### src/rtl/cussen_pkg.sv
// Shared types and constants for the cussen decoder: frame widths, FSM states and packed bus payloads.
package cussen_pkg;

    localparam int unsigned N_ELEM = 9;
    localparam int unsigned W_DATA = 8;
    localparam int unsigned W_PTR  = 4;

    localparam logic [W_PTR-1:0] PTR_NONE  = 4'hF;
    localparam logic [W_PTR-1:0] COUNT_MAX = W_PTR'(N_ELEM);
    localparam logic [W_PTR-1:0] LAST_IDX  = W_PTR'(N_ELEM - 1);

    typedef enum logic [1:0] {
        IDLE,
        ACCUM,
        MAP,
        DONE
    } dec_state_t;

    typedef logic [N_ELEM-1:0][W_DATA-1:0] delta_frame_t;
    typedef logic [N_ELEM-1:0][W_DATA-1:0] data_frame_t;
    typedef logic [N_ELEM-1:0][W_PTR-1:0]  ptr_frame_t;

    // Counts above the frame size behave as a full frame.
    function automatic logic [W_PTR-1:0] clamp_count(input logic [W_PTR-1:0] c);
        return (c > COUNT_MAX) ? COUNT_MAX : c;
    endfunction

endpackage

### src/rtl/cussen_ptr_lookup.sv
// Combinational selection of one reconstructed value by pointer, with a range check against the unique count.
module cussen_ptr_lookup
    import cussen_pkg::*;
(
    input  data_frame_t       vals,
    input  logic [W_PTR-1:0]  ptr,
    input  logic [W_PTR-1:0]  count,
    output logic [W_DATA-1:0] data_c,
    output logic              hit_c
);

    always_comb begin
        data_c = '0;
        for (int i = 0; i < N_ELEM; i++) begin
            if (ptr == W_PTR'(i)) begin
                data_c = vals[i];
            end
        end
        hit_c = (ptr != PTR_NONE) && (ptr < count);
    end

endmodule

### src/rtl/cussen_decoder.sv
// Rebuilds nine samples from a delta-coded sorted unique list: serial prefix sum, then serial pointer lookup.
// Optional integrity checking is built when CUSSEN_DEC_CHECK_EN is defined; otherwise err stays 0.
module cussen_decoder
    import cussen_pkg::*;
(
    input  logic                       clk,
    input  logic                       rst,
    input  logic                       in_valid,
    output logic                       in_ready,
    input  logic [N_ELEM*W_DATA-1:0]   delta_in,
    input  logic [W_PTR-1:0]           count_in,
    input  logic [N_ELEM*W_PTR-1:0]    ptr_in,
    output logic                       out_valid,
    input  logic                       out_ready,
    output logic [N_ELEM*W_DATA-1:0]   out_data,
    output logic                       err
);

    dec_state_t        state_q, state_d;
    delta_frame_t      delta_q, delta_d;
    ptr_frame_t        ptr_q, ptr_d;
    logic [W_PTR-1:0]  cnt_q, cnt_d;
    data_frame_t       val_q, val_d;
    logic [W_PTR-1:0]  idx_q, idx_d;
    data_frame_t       out_data_q, out_data_d;
    logic              out_valid_q, out_valid_d;
    logic              in_ready_q, in_ready_d;
    logic              err_q, err_d;
`ifdef CUSSEN_DEC_CHECK_EN
    logic              chk_q, chk_d;
`endif

    logic [W_DATA-1:0] acc_sum;
    logic [W_DATA-1:0] lk_data;
    logic              lk_hit;

    cussen_ptr_lookup u_lookup (
        .vals   (val_q),
        .ptr    (ptr_q[idx_q]),
        .count  (cnt_q),
        .data_c (lk_data),
        .hit_c  (lk_hit)
    );

    assign acc_sum = val_q[idx_q - W_PTR'(1)] + delta_q[idx_q];

    // Next-state and datapath updates; idx_q walks k in ACCUM and j in MAP.
    always_comb begin
        state_d     = state_q;
        delta_d     = delta_q;
        ptr_d       = ptr_q;
        cnt_d       = cnt_q;
        val_d       = val_q;
        idx_d       = idx_q;
        out_data_d  = out_data_q;
        out_valid_d = out_valid_q;
        err_d       = err_q;
`ifdef CUSSEN_DEC_CHECK_EN
        chk_d       = chk_q;
`endif

        case (state_q)
            IDLE: begin
                if (in_valid && in_ready_q) begin
                    delta_d = delta_frame_t'(delta_in);
                    ptr_d   = ptr_frame_t'(ptr_in);
                    cnt_d   = clamp_count(count_in);
                    val_d   = '0;
                    if (count_in != '0) begin
                        val_d[0] = delta_d[0];
                    end
                    idx_d   = W_PTR'(1);
                    state_d = ACCUM;
`ifdef CUSSEN_DEC_CHECK_EN
                    chk_d   = (count_in > COUNT_MAX);
`endif
                end
            end

            ACCUM: begin
                if (idx_q < cnt_q) begin
                    val_d[idx_q] = acc_sum;
`ifdef CUSSEN_DEC_CHECK_EN
                    // Sorted unique list must strictly increase; a zero delta or a wrap breaks that.
                    if (acc_sum <= val_q[idx_q - W_PTR'(1)]) begin
                        chk_d = 1'b1;
                    end
`endif
                end else begin
                    val_d[idx_q] = '0;
                end
                if (idx_q == LAST_IDX) begin
                    idx_d   = '0;
                    state_d = MAP;
                end else begin
                    idx_d = idx_q + W_PTR'(1);
                end
            end

            MAP: begin
                out_data_d[idx_q] = lk_hit ? lk_data : '0;
`ifdef CUSSEN_DEC_CHECK_EN
                if (!lk_hit) begin
                    chk_d = 1'b1;
                end
`endif
                if (idx_q == LAST_IDX) begin
                    idx_d   = '0;
                    state_d = DONE;
                end else begin
                    idx_d = idx_q + W_PTR'(1);
                end
            end

            DONE: begin
                if (!out_valid_q) begin
                    out_valid_d = 1'b1;
`ifdef CUSSEN_DEC_CHECK_EN
                    err_d       = chk_q;
`endif
                end else if (out_ready) begin
                    out_valid_d = 1'b0;
                    err_d       = 1'b0;
                    state_d     = IDLE;
                end
            end

            default: begin
                state_d = IDLE;
            end
        endcase

        in_ready_d = (state_d == IDLE);
    end

    // State and datapath registers; reset aborts any frame in flight.
    always_ff @(posedge clk or posedge rst) begin
        if (rst) begin
            state_q     <= IDLE;
            delta_q     <= '0;
            ptr_q       <= '0;
            cnt_q       <= '0;
            val_q       <= '0;
            idx_q       <= '0;
            out_data_q  <= '0;
            out_valid_q <= 1'b0;
            in_ready_q  <= 1'b0;
            err_q       <= 1'b0;
`ifdef CUSSEN_DEC_CHECK_EN
            chk_q       <= 1'b0;
`endif
        end else begin
            state_q     <= state_d;
            delta_q     <= delta_d;
            ptr_q       <= ptr_d;
            cnt_q       <= cnt_d;
            val_q       <= val_d;
            idx_q       <= idx_d;
            out_data_q  <= out_data_d;
            out_valid_q <= out_valid_d;
            in_ready_q  <= in_ready_d;
            err_q       <= err_d;
`ifdef CUSSEN_DEC_CHECK_EN
            chk_q       <= chk_d;
`endif
        end
    end

    assign in_ready  = in_ready_q;
    assign out_valid = out_valid_q;
    assign out_data  = out_data_q;
    assign err       = err_q;

endmodule

### config.mk
export PLATFORM = sky130hd
export DESIGN_NAME = cussen_decoder
export DESIGN_NICKNAME = d
export VERILOG_FILES = /design/src/rtl/cussen_pkg.sv /design/src/rtl/cussen_ptr_lookup.sv /design/src/rtl/cussen_decoder.sv
export SDC_FILE = /design/constraint.sdc
export NUM_CORES = 1
export LEC_CHECK = 0
export ABC_AREA = 1
export CAP_MARGIN = 20
export CORE_ASPECT_RATIO = 0.6
export CORE_UTILIZATION = 30
export DETAILED_ROUTE_END_ITERATION = 10
export PLACE_DENSITY = 0.5
export SLEW_MARGIN = 10
export SYNTH_ARGS = -nofsm -noshare
export SYNTH_HDL_FRONTEND = slang
export SYNTH_SLANG_ARGS = --single-unit
### constraint.sdc
create_clock -name clk -period 24.9 [get_ports clk]
set_input_delay 2.49 -clock clk [delete_from_list [all_inputs] [get_ports clk]]
set_output_delay 2.49 -clock clk [all_outputs]
set_load 0.005 [all_outputs]
**After elaboration in Yosys (flattened, before gate mapping)**

Cells that the tools add are included.

- Logic and storage cells: 115
- Input port bits: 116
- Output and inout port bits: 75
- Register bits after elaboration: 264

- $lt $le $gt $ge: 6
- Reduce and logical (&&, ||, !) cells: 13
- Equal/unequal tests: 14
- $add $sub $neg: 3
- Bitwise operators: 2
- Muxes and demuxes: 36

Operator list:

| kind | count |
|---|---|
| $bwmux W72 | 2 |
| $mux W72 | 2 |
| $pmux W72 S2 | 1 |
| $mux W8 | 14 |
| $and A72 B72 Y72 | 1 |
| $not A72 Y72 | 1 |
| $bmux W8 S4 | 2 |
| $demux W8 S4 | 1 |
| $bmux W4 S4 | 1 |
| $eq A4 B3 Y1 const B | 4 |
| $mux W4 | 4 |
| $lt A4 B5 Y1 const B | 2 |
| $mux W2 | 5 |
| $add A8 B8 Y8 | 1 |
| $eq A4 B2 Y1 const B | 2 |
| $eq A4 B4 Y1 const B | 2 |
| $lt A4 B4 Y1 | 2 |
| $pmux W2 S4 | 1 |
| $pmux W4 S2 | 1 |
| $reduce_and A2 Y1 | 3 |
| $add A4 B1 Y4 const B | 1 |
| $eq A2 B2 Y1 const B | 2 |
| $eq A4 B1 Y1 const B | 1 |
| $ge A4 B1 Y1 const B | 1 |
| 12 further kinds | 17 |

**Depth between registers and ports, before layout**

Gate-level depths: netlist of the first run.

- Depth in word-level cells: 14
- Gate-level depth with buffers: 27
- Depth with buffers taken out: 23

**Modules after synthesis**

A second synthesis of the first run with hierarchy kept.

- Cell total of the unflattened synthesis: 1794
- Area total of the unflattened synthesis: 13675.6 µm²

Modules (own cells, without submodules):

| module | times used | area an instance (µm²) | seq. area each (µm²) | cells an instance |
|---|---|---|---|---|
| cussen_decoder | 1 | 12888.6 | 6606.3 | 1634 |
| cussen_ptr_lookup | 1 | 787.0 | 0.0 | 160 |

**Worst setup path before layout of the first run**

No wires, ideal clock.

- Path type: reg2reg
- From: reg idx_q[0]
- To: reg val_q[6] (netlist bit)
- Clock period less this slack: 4.239 ns
- Setup slack: 20.661 ns
- Buffers on the path: 5
- Arrival time: 4.118 ns
- Data required time: 24.779 ns
- Library setup time: 0.121 ns
- Stages on the path, launching flop included: 25
- Path through: dfrtp_1 buf_6 inv_6 buf_6 buf_2 buf_1 ha_1 inv_1 clkbuf_1 o21ai_0 a21oi_1 o311ai_0 nand2_1 inv_1 ha_1 fa_1 a21oi_1 nor2_1 nor2_1 nor2_1 o21ai_0 nand2_1 xor2_1 o21ai_0 a22o_1

- Cells in the longest elaborated chain, start to end: 8

Ends and longest elaborated chain:

| item | line | text |
|---|---|---|
| start, declared | cussen_decoder.sv:24 | `logic [W_PTR-1:0] idx_q, idx_d;` |
| start signal, assigned | cussen_decoder.sv:158 | `idx_q <= idx_d;` |
| branches (longest 6 deep; another with $add A8 B8 Y8) | - |  |
| $mux W72 * | cussen_decoder.sv:81 | `if (idx_q < cnt_q) begin` |
| $pmux W72 S2 * | cussen_decoder.sv:62 | `case (state_q)` |
| end signal, assigned | cussen_decoder.sv:157 | `val_q <= val_d;` |
| end, declared | cussen_decoder.sv:23 | `data_frame_t val_q, val_d;` |

Mark *: on every way between the ends. The select of a mux whose other input is x is not followed.
A chain may end at the register's enable or synchronous reset.

**Worst setup path in the final report of the first run**

Same ends and word-level chain as after synthesis.

==> results of run 1 <==
## stage by stage
| stage | hold WS, ns | setup WS [ns] | utilization [%] | instances |
|---|---|---|---|---|
| final | 0.472 | 19.37 | 38.2 | 2580 |
| after global routing | 0.489 | 19.02 | 38.2 | 2580 |
| after CTS | 0.473 | 19.59 | 38.2 | 2579 |
| after detailed placement | 0.458 | 19.57 | 36.2 | 2525 |
| after global placement | 0.451 | 19.68 | 36.2 | 2525 |
| after floorplan | 0.437 | 15.14 | - | 1766 |
## cell usage in the layout, fill, tap and decap left out, types with 5 or more instances in the layout
cell	synthesis	final
o32ai_1	26	26
clkdlybuf4s50_1	0	189
inv_2	11	11
o211ai_1	8	8
clkinv_2	0	6
buf_4	5	18
o21ai_0	188	188
a21oi_4	8	8
nor2_2	6	6
a21oi_1	66	66
nand3_1	168	168
nand2_1	558	558
clkbuf_16	0	29
nand3_4	5	5
nor2_1	81	80
nand3_2	5	5
ha_1	21	21
dfrtp_1	264	263
a211oi_1	6	6
o22ai_1	5	5
inv_1	180	179
clkbuf_8	0	8
a32o_1	8	8
clkbuf_1	41	9
a22o_1	5	5
o311ai_0	6	6
nand4_2	7	7
o21ai_1	22	21
## layout make-up
cell class,instances,area [um^2]
Clock inverter,8,57.6
Tap cell,620,776
Timing Repair Buffer,208,2030
Inverter,194,741
Sequential cell,264,6610
Multi-Input combinational cell,1240,6170
Fill cell,4704,27900
Clock buffer,46,870
## registers in the layout (all words and copies together) (netlist names)
signal     cells
delta_q       72
idx_q          4
out_valid      1
in_ready       1
out_data      72
state_q        2
cnt_q          4
ptr_q         36
val_q         72
## cells by family after synthesis
group / count (synthesis) / synth area share [%]
fa+ha+maj: 22 / 2.05
buf+inv: 262 / 7.58
simple gates: 850 / 26.5
other cells: 1 / 0.0271
compound gates: 363 / 15.7
flops: 264 / 47.8
xor+xnor: 4 / 0.254
## how the worst max path moves through the flow
stage	endpoint	start	cells past startpoint	slack [ns]
6_report	val_q[6]	idx_q[0]	21	19.37
5_1_grt	val_q[14]	idx_q[1]	21	19.02
4_1_cts	val_q[6]	idx_q[1]	20	19.59
3_5_place_dp	val_q[51]	in_valid	10	19.57
3_3_place_gp	val_q[8]	in_valid	10	19.68
2_1_floorplan	cnt_q[0]	rst	1	15.14
## layer usage
layer / routed length (um) / vias up
met5: 0 / -
met4: 645 / 0
met1: 24500 / 6310
met2: 19600 / 536
li1: - / 6148
met3: 4090 / 52
## worst min-delay path: stages (launching register included)
cell and delay (ns):
dfrtp_1 0.34, nand2_1 0.05, nand2_1 0.05
==> run summary, run 1 <==
final setup vio count = 0
routed wire length = 48,800 um
Antenna Nets Post-Route = 0
Setup crit start kind = register
GPL Wtd Cong = 0.961
Antenna Cells = 0
hold path depth = 2
f_max = 181 MHz
CP delay by family, top = compound AO/OA/AOI/OAI gates
Ports = 191
Setup Total Neg Slack = 0 ns
Cell Area, Synth = 0.0138 mm^2
Max Root-Sink Buffers = 3
EDFF count, synth = 0
TritonCTS clock tree = done
worst path cell trace = inv_6 > ha_1 > inv_1 > a21oi_1 > o21ai_0 > nand3_1 > o311ai_0 > nand2_1 > inv_1 > ha_1 > fa_1 > a21oi_1 > nor2_1 > nor2_1 > nor2_1 > o21ai_0 > nand2_1 > xor2_1 > buf_4 > o21ai_0 > a22o_1
RR Startpoint = idx_q[0]
most frequent cells after synthesis = 558 x nand2_1, 264 x dfrtp_1, 188 x o21ai_0
final hold vios = 0
synthesis-to-layout area growth = 24.9%
most used routing layer = met1
total CTS buffers = 29
status = completed
drt first pass iters = 5
I/O Buffers = 189
Routed wire per std cell = 18.9 um
Crit. End Element = register
initial core utilization = 30.6%
die area = 0.0469 mm^2
met1 Resource Use GR = 33.1%
cts hold-fix bufs = 0
DRC viols = 0
DR vias/cell = 5.06
met2 GRT Util = 29.2%
WP buf/inv = 4
library cells used by synthesis = 51
Site Rows = 60
Warnings, synthesis = 0
Critical Path AT = 5.99 ns
total track usage = 20.8%
CP peak stage delay = 0.67 ns
nets@finish = 2,075
initial antenna violation count = 0
Max-Cap Viols = 0
post-synth top area share = 47.8%
RSZ-0062 raised after global routing = no
post-synthesis average cell area = 7.82 um^2
reg2reg end = val_q[6]
HP Class = register to register
clk sink count = 264
Worst Hold Path EP = delta_q[23]
clk_lat worst skew = 0.58 ns
die width = 279 um
final instance area = 0.0173 mm^2
post-cts repair resize count = 0
CTS clk-pin slew, worst paths = 0.06 ns
critical path class = register to register
Critical-path top delay cell = xor2_1
fin. max-slew vios = 0
Synthesized Nets = 1,904
DR vias = 13.0k
gr ovfl total = 0
Post-synth top flop = dfrtp_1
Placed Area = 0.0163 mm^2
die span in y = 168 um
DRT iter0 DRCs = 1,405
GR Layer Usage met3 = 3.76%
Async SR Flop Fraction = 100%
proportion of layout cells with a drive suffix above 1 = 6.38%
Final Skew = 0.0137 ns
Tcrit/Tclk final = 22.2%
Synth area leaders = dfrtp_1 48%, nand2_1 15%, o21ai_0 6.8%
hpwl dp = 35,300 um
#FFs+latches synth = 264
most common cell in the synthesized netlist = nand2_1
FF-to-FF setup slack = 19.37 ns
worst-margin pin slew = 1.10 ns
largest net degree at the start of global routing = 127
Slew headroom = 25.5%
Hold Crit Start = delta_q[23]
Cells after Synth = 1,766
Final Critical Period = 5.53 ns
# H-tree levels = 1
vias in the first global route = 12.6k
core box area = 0.0451 mm^2
register area share after synthesis = 47.8%
leading area contributor after synthesis = dfrtp_1
setup bufs post-CTS = 0
Data required, critical path = 25.35 ns
R2R depth = 21
worst-path fanout max = 63
wire length of the first global-routing pass = 76,000 um
clk root buf = clkbuf_16
Power of run 1 is left out: the tool's default activity adds up to more than one toggle a clock period on the data nets, which glitch-free logic cannot reach.
==> run 2: changes to the inputs <==
clock period = 5.1 ns   (was 24.9 ns; I/O delays follow)
==> run summary, run 2 (synthesized netlist as in run 1, its figures left out) <==
initial core utilization = 30.6% (unchanged)
routed wire length = 51,200 um (was 48,800 um)
wire length of the first global-routing pass = 78,800 um (was 76,000 um)
DRT iter0 DRCs = 1,207 (was 1,405)
Multi-input gate area = 0.00617 mm^2 (about the same)
post-cts repair resize count = 0 (unchanged)
Crit. End Element = register (unchanged)
final cell count without fillers = 2,606 (was 2,580)
worst-margin pin slew = 0.960 ns (was 1.10 ns)
Cells after DPL = 2,556 (was 2,525)
FF+latch area = 0.00661 mm^2 (unchanged)
Max Root-Sink Buffers = 3 (unchanged)
# H-tree levels = 1 (unchanged)
worst vdd ir = 588 uV
hpwl dp = 38,100 um (was 35,300 um)
die area = 0.0469 mm^2 (unchanged)
clk_lat worst skew = 0.57 ns (was 0.58 ns)
f_max = 254 MHz (was 181 MHz)
clk root buf = clkbuf_16 (unchanged)
LEAKAGE = 8.22 nW
status = completed (unchanged)
Setup crit start kind = register (unchanged)
DRC viols = 0 (unchanged)
worst-path fanout max = 19 (was 63)
fin. max-slew vios = 0 (unchanged)
I/O Buffers = 189 (unchanged)
initial antenna violation count = 0 (unchanged)
vias in the first global route = 13.0k (was 12.6k)
synthesis-to-layout area growth = 26.8% (was 24.9%)
Routed wire per std cell = 19.6 um (was 18.9 um)
Slew headroom = 36.0% (was 25.5%)
Power Total = 14.5 mW
fill cell count = 4,646 (was 4,704)
largest net degree at the start of global routing = 109 (was 127)
GPL Wtd Cong = 0.959 (was 0.961)
total CTS buffers = 28 (was 29)
most frequent cells in the layout = 558 x nand2_1, 263 x dfrtp_1, 189 x clkdlybuf4s50_1, 188 x o21ai_0, 179 x inv_1 (unchanged)
total track usage = 21.9% (was 20.8%)
Data required, critical path = 5.61 ns (was 25.35 ns)
Critical Path AT = 4.44 ns (was 5.99 ns)
Pwr Density = 827 mW/mm^2
Site Rows = 60 (unchanged)
setup bufs post-CTS = 0 (unchanged)
commonest non-fill, non-tap cell in the layout = nand2_1 (unchanged)
Ports = 191 (unchanged)
die span in y = 168 um (unchanged)
Final Core Density = 38.8% (was 38.2%)
Max-Cap Viols = 0 (unchanged)
Final Skew = 0.0202 ns (was 0.0137 ns)
final instance area = 0.0175 mm^2 (was 0.0173 mm^2)
Tcrit/Tclk final = 77.1% (was 22.2%)
final hold vios = 0 (unchanged)
Antenna Nets Post-Route = 0 (unchanged)
Setup Total Neg Slack = 0 ns (unchanged)
Placed Area = 0.0166 mm^2 (was 0.0163 mm^2)
cts hold-fix bufs = 0 (unchanged)
proportion of layout cells with a drive suffix above 1 = 7.75% (was 6.38%)
R2R depth = 22 (was 21)
gr ovfl total = 0 (unchanged)
CTS clk-pin slew, worst paths = 0.07 ns (was 0.06 ns)
DR vias/cell = 5.07 (was 5.06)
die width = 279 um (unchanged)
Final Critical Period = 3.93 ns (was 5.53 ns)
RSZ-0062 raised after global routing = no (unchanged)
core box area = 0.0451 mm^2 (unchanged)
TritonCTS clock tree = done (unchanged)
HP Class = primary input to asynchronous set/reset pin (was register to register)
Antenna Cells = 0 (unchanged)
clk sink count = 264 (unchanged)
drt first pass iters = 5 (unchanged)
final setup vio count = 0 (unchanged)
DR vias = 13.2k (was 13.0k)
nets@finish = 2,105 (was 2,075)
critical path class = register to register (unchanged)
## run 2: cell count changes in the layout (fill, tap and decap cells not counted), sizes merged
cell / previous run / this run
bufinv: 0 / 1
clkinvlp: 1 / 3
clkbuf: 47 / 41
inv: 193 / 191
buf: 18 / 50
clkinv: 8 / 7
## run 2: power by group
group,total [mW],switching [mW],internal (mW)
Combinational,8.99,6.30,2.69
Clock,2.06,0.887,1.17
Sequential,3.44,0.528,2.91
## run 2: final timing paths
| kind | from | to | slack [ns] |
|---|---|---|---|
| worst min-delay path | rst | ptr_q[4] | 0.24 |
| worst max-delay path | idx_q[0] | val_q[63] | 1.17 |
| max in group asynchronous | rst | val_q[63] | 3.69 |
| worst min register to register | delta_q[53] | delta_q[53] | 0.47 |
| min in group clk | delta_q[53] | delta_q[53] | 0.47 |
| worst max register to register | idx_q[0] | val_q[63] | 1.17 |
## run 2: area by class of cell
type / count / share of cell area (%)
clock buffer: 41 / 4.74
clock inverter: 8 / 0.464
inverter: 194 / 4.21
multi-input combinational: 1240 / 35.2
sequential: 264 / 37.7
tap: 620 / 4.43
timing repair buffer: 239 / 13.2
## run 2: worst max-delay path: stages, from the launching register on
cell and delay, ns:
dfrtp_2 0.43, inv_6 0.05, ha_1 0.32, inv_1 0.12, buf_4 0.28, a211oi_1 0.09, o311ai_0 0.37, buf_4 0.22
nand2_1 0.06, inv_1 0.07, ha_1 0.27, a21oi_1 0.18, a21oi_1 0.09, o21ai_0 0.25, nand2_1 0.08, nand2_1 0.08
a21oi_1 0.06, nor2_1 0.12, or2_1 0.13, nand2_1 0.23, o21ai_1 0.23, nand2_1 0.07, nand2_1 0.06
## run 2: per-layer routing
metal	vias to the layer above	routed length, um	track usage, %	part of all wire, %
met5	-	91	1.54	0.18
met4	2	716	3.58	1.4
met3	49	4620	5.77	9.0
met2	502	20200	30.1	40
met1	6444	25500	34.0	50
li1	6218	-	-	-
## run 2: through the flow
step	setup slack, ns	hold WS, ns
after global placement	1.31	0.450
after CTS	1.17	0.456
after floorplan	0.861	0.437
final	1.17	0.245
after detailed placement	1.23	0.454
after global routing	0.717	0.266
Power figures use the tool's default switching activity.
